$ cat src/rtl/pc_sequencer.sv
// Purpose: fetch-stage program counter; steps by STEP per accepted fetch, takes aligned redirects, flags wrong-path fetches.
// Latency: all outputs registered except next_pc (combinational fetch_pc + STEP); one BOOT cycle after reset before the first offer.
// Backpressure: an offer (fetch_valid=1) is held until fetch_ready; stall and redirects are deferred until that handshake.
//
// Ports:
//   clk, rst                 clock (rising edge), asynchronous active-high reset
//   stall                    hold PC and stop issuing once the current offer is accepted
//   redirect_valid/_pc       branch/jump target; low ALIGN_BITS are forced to zero
//   fetch_ready              instruction memory accepts fetch_pc this cycle
//   fetch_valid, fetch_pc    registered fetch request
//   next_pc                  fetch_pc + STEP modulo 2^WIDTH
//   redirect_pending         a redirect is stored, waiting for the current offer to be accepted
//   fetch_kill               1-cycle pulse: the fetch accepted last cycle was wrong-path
//   wrap                     1-cycle pulse: the last increment carried out of WIDTH
module pc_sequencer #(
    parameter int unsigned      WIDTH      = 32,
    parameter int unsigned      STEP       = 4,
    parameter logic [WIDTH-1:0] RESET_PC   = '0,
    parameter int unsigned      ALIGN_BITS = 2
) (
    input  logic             clk,
    input  logic             rst,
    input  logic             stall,
    input  logic             redirect_valid,
    input  logic [WIDTH-1:0] redirect_pc,
    input  logic             fetch_ready,
    output logic             fetch_valid,
    output logic [WIDTH-1:0] fetch_pc,
    output logic [WIDTH-1:0] next_pc,
    output logic             redirect_pending,
    output logic             fetch_kill,
    output logic             wrap
);

    typedef enum logic [1:0] {
        S_BOOT = 2'd0,
        S_RUN  = 2'd1,
        S_HALT = 2'd2
    } state_t;

    // Clears the low ALIGN_BITS; ALIGN_BITS=0 yields an all-ones mask.
    localparam logic [WIDTH-1:0] ALIGN_MASK = ~((WIDTH'(1) << ALIGN_BITS) - WIDTH'(1));

    state_t           state_q, state_d;
    logic [WIDTH-1:0] pc_d;
    logic [WIDTH-1:0] pend_pc_q, pend_pc_d;
    logic             pend_q, pend_d;
    logic             kill_q, kill_d;
    logic             wrap_q, wrap_d;
    logic [WIDTH:0]   sum;
    logic [WIDTH-1:0] target;

    assign sum              = {1'b0, fetch_pc} + (WIDTH+1)'(STEP);
    assign next_pc          = sum[WIDTH-1:0];
    assign target           = redirect_pc & ALIGN_MASK;
    // Decode of the state flop only, so fetch_valid is glitch-free from a register.
    assign fetch_valid      = (state_q == S_RUN);
    assign redirect_pending = pend_q;
    assign fetch_kill       = kill_q;
    assign wrap             = wrap_q;

    always_comb begin
        state_d   = state_q;
        pc_d      = fetch_pc;
        pend_d    = pend_q;
        pend_pc_d = pend_pc_q;
        kill_d    = 1'b0;
        wrap_d    = 1'b0;
        case (state_q)
            S_BOOT: begin
                state_d = S_RUN;
                // Nothing offered yet, so a redirect just retargets the first fetch.
                if (redirect_valid) pc_d = target;
            end
            S_HALT: begin
                if (!stall)         state_d = S_RUN;
                if (redirect_valid) pc_d    = target;
            end
            S_RUN: begin
                if (fetch_ready) begin
                    state_d = stall ? S_HALT : S_RUN;
                    pend_d  = 1'b0;
                    // A same-cycle redirect is newer than any stored one, so it wins.
                    if (redirect_valid) begin
                        pc_d   = target;
                        kill_d = 1'b1;
                    end else if (pend_q) begin
                        pc_d   = pend_pc_q;
                        kill_d = 1'b1;
                    end else begin
                        pc_d   = next_pc;
                        wrap_d = sum[WIDTH];
                    end
                end else if (redirect_valid) begin
                    // Offer must not change while unaccepted; park the newest target.
                    pend_d    = 1'b1;
                    pend_pc_d = target;
                end
            end
            default: state_d = S_BOOT;
        endcase
    end

    always_ff @(posedge clk or posedge rst) begin
        if (rst) begin
            state_q   <= S_BOOT;
            fetch_pc  <= RESET_PC;
            pend_q    <= 1'b0;
            pend_pc_q <= '0;
            kill_q    <= 1'b0;
            wrap_q    <= 1'b0;
        end else begin
            state_q   <= state_d;
            fetch_pc  <= pc_d;
            pend_q    <= pend_d;
            pend_pc_q <= pend_pc_d;
            kill_q    <= kill_d;
            wrap_q    <= wrap_d;
        end
    end

endmodule

$ cat config.mk
export PLATFORM = sky130hd
export DESIGN_NAME = pc_sequencer
export DESIGN_NICKNAME = d
export VERILOG_FILES = /design/src/rtl/pc_sequencer.sv
export SDC_FILE = /design/constraint.sdc
export NUM_CORES = 1
export LEC_CHECK = 0
export ABC_AREA = 1
export CAP_MARGIN = 20
export CORE_MARGIN = 2
export CORE_UTILIZATION = 54
export CTS_CLUSTER_DIAMETER = 150
export CTS_CLUSTER_SIZE = 10
export DETAILED_ROUTE_END_ITERATION = 6
export PLACE_DENSITY = 0.83
export SLEW_MARGIN = 30
export SYNTH_ARGS = -nofsm -noshare
export SYNTH_HDL_FRONTEND = slang
export SYNTH_SLANG_ARGS = --single-unit
$ cat constraint.sdc
create_clock -name clk -period 4.5 [get_ports clk]
set_clock_uncertainty 0.15 [all_clocks]
set_input_delay 1.35 -clock clk [delete_from_list [all_inputs] [get_ports clk]]
set_output_delay 1.35 -clock clk [all_outputs]
set_load 0.02 [all_outputs]
==> flow_summary.json <==
{
  "status": "complete, no violations",
  "ys_warn_count": 0,
  "p_int_uw": 1670,
  "finalWeightedCongestion": 0.913,
  "dieHeight_um": 91.3,
  "max_freq_mhz": 255,
  "synth_cells": 576,
  "synth.avg_cell_area_um2": 7.14,
  "drtPass1Iterations": 5,
  "synth_cell_type_count": 32,
  "cts_tree": "built",
  "vias": 4168,
  "final_nets": 706,
  "synth.area.top_cells": "dfrtp_1 40%, nand2_1 15%, nor2_1 7.5%",
  "tightest_slew_ns": 0.939,
  "diodes": 0,
  "arrival_ns": 2.43,
  "whs_ns": 0.340,
  "p_per_area_nw_per_um2": 546,
  "final_common_cell": "nand2_1",
  "fin_crit_sh": 0.872,
  "synth_top_area_frac": 0.395,
  "yosysTopAreaCell": "dfrtp_1",
  "startpoint_type": "flop",
  "criticalPathCategory": "reg2out",
  "startpoint": "fetch_pc[3]",
  "layout_min_cycle_time_ns": 3.93,
  "slew_headroom": 0.372,
  "crit_required_ns": 3.00,
  "synth_ff_type": "dfrtp_1",
  "viasPerCell": 5.41,
  "crit_fanout": 5,
  "syn_area_um2": 4110,
  "layout-area-overhead-vs-synth_pct": 29.8,
  "fin_tns_setup_ns": 0,
  "yosys_register_bits": 65,
  "clkPwrFrac": 0.185,
  "portBuffers": 98,
  "boundaryPins": 105,
  "first_global_vias": 3998,
  "p_comb_frac": 0.481,
  "fin_area_um2": 5340,
  "grt_pass1_wl_um": 18700,
  "clock-root-buffer": "clkbuf_8",
  "hpwl_um": 8090,
  "final_cell_mix": "166 x nand2_1, 98 x clkdlybuf4s50_1, 82 x nor2_1",
  "reg2reg_from": "redirect_pending",
  "cts_setup_buffers": 0,
  "synthArstFlopShare": 1.00,
  "rows": 31,
  "ys_seq_area_frac": 0.395,
  "cts_buffers": 9,
  "clock_sinks": 65,
  "dpl.cell_count": 756,
  "postPlaceCellArea_um2": 5120,
  "grt_max_degree": 47,
  "rsz0062_at_grt": "false",
  "die_w_um": 91.3,
  "routed_wl_um": 11500,
  "hold_buffers": 0,
  "wire_per_inst_um": 15.0,
  "regToRegSetupSlack_ns": 2.37,
  "peakVddDrop_uv": 302,
  "p_leak_uw": 0.00258,
  "power_switching_uw": 1240,
  "dr.first_iter.drc_count": 276,
  "gr-total-overflow": 0,
  "fin_cells": 771,
  "maxCapViolCount": 0,
  "min_path_type": "reg2reg",
  "ctsLongestPathBuffers": 2,
  "drv_slew": 0,
  "reg2regPathDepth": 5,
  "clock_latency_ns": 0.35,
  "critPathCapture": "next_pc[18]",
  "swShare": 0.427,
  "ant_nets": 0,
  "core_area_um2": 7330,
  "clk_pin_slew_ns": 0.07,
  "drc": 0,
  "synth_edf_count": 0,
  "dieArea_um2": 8330,
  "holdPathStages": 2,
  "antenna_found_initial": 0,
  "start_util": 0.561,
  "drive_gt1_frac": 0.0982,
  "endpoint_kind": "output pin",
  "fill_cells": 579,
  "pwr-share-seq": 0.334,
  "setup_viol": 0,
  "hold_viol_final": 0,
  "r2r-end": "fetch_pc[5]",
  "htreeDepth": 3,
  "grt_usage": 0.281,
  "cts-resized-gates": 0
}
cell families after synthesis:
group                    synth area share
buffers and inverters              0.0919
XOR/XNOR                           0.0368
flip-flops                          0.395
multiplexers                       0.0411
other                            0.000912
AO/OA/AOI/OAI                       0.108
adder cells (fa/ha/maj)           0.00304
AND/OR/NAND/NOR                     0.323
how the worst min path moves through the flow:
stage,from,slack (ns),to
finish,pend_pc_q[23],0.34,pend_pc_q[23]
global route,pend_pc_q[21],0.37,pend_pc_q[21]
CTS,pend_pc_q[28],0.34,pend_pc_q[28]
detailed placement,pend_pc_q[28],0.32,pend_pc_q[28]
global placement,pend_pc_q[13],0.32,pend_pc_q[13]
floorplan,pend_pc_q[16],0.30,pend_pc_q[16]
synth_stat cells (2+ instances only):
cell type,number
nor2_1,82
nor3_1,2
xnor2_1,3
inv_2,3
xor2_2,5
nand2_2,9
nand3b_1,2
buf_6,2
xor2_1,5
buf_4,4
nand2_4,2
nor2_2,2
nand3_1,32
and2_1,3
mux2_2,15
o21ai_0,45
clkbuf_1,9
a31oi_1,2
inv_1,60
buf_1,3
nand2_1,166
o211ai_1,6
buf_2,6
a21oi_1,28
nor2_4,9
dfrtp_1,65
sequential cells by signal, summed over array words and instances, names as in the netlist:
| signal | count |
|---|---|
| fetch_pc | 30 |
| pend_pc_q | 30 |
| state_q | 2 |
| fetch_kill | 1 |
| redirect_pending | 1 |
| wrap | 1 |
cell type report:
| cell class | instances | area (um^2) | area share |
|---|---|---|---|
| multi-input cells | 426 | 2120 | 0.397 |
| repair buffers | 103 | 1020 | 0.191 |
| inverters | 63 | 236 | 0.0443 |
| clock buffers | 13 | 179 | 0.0335 |
| well taps | 99 | 124 | 0.0232 |
| flip-flops and latches | 65 | 1630 | 0.305 |
| clock inverters | 2 | 35.0 | 0.00656 |
worst max-delay path: stages (launching register included):
cell	delay, ns
dfrtp_1	0.40
ha_1	0.24
nand2_1	0.07
nor2_1	0.16
nand2_2	0.16
nor2_4	0.22
xor2_2	0.21
clkdlybuf4s50_1	0.63
power by group through the flow:
stage               clock, uW  sequential (uW)  combinational (uW)
detailed placement          0              975                1390
finish                    540              973                1400
global placement            0              968                1360
CTS                       540              966                1400
global route              561              998                1520
floorplan                   0             1030                 729
metrics by stage:
stage / power, uW / util / setup slack (ns)
2_1_floorplan: 1760 / - / 1.37
3_3_place_gp: 2330 / 0.699 / 0.975
3_5_place_dp: 2370 / 0.699 / 0.943
4_1_cts: 2910 / 0.728 / 0.562
5_1_grt: 3080 / 0.728 / 0.391
6_report: 2910 / 0.728 / 0.574
routing by layer:
metal / global-route usage / part of all wire
met1: 0.359 / 0.42
met2: 0.460 / 0.49
met3: 0.0506 / 0.071
met4: 0.138 / 0.023
met5: 0 / 0
No activity file was read; power rests on OpenSTA's default activity.
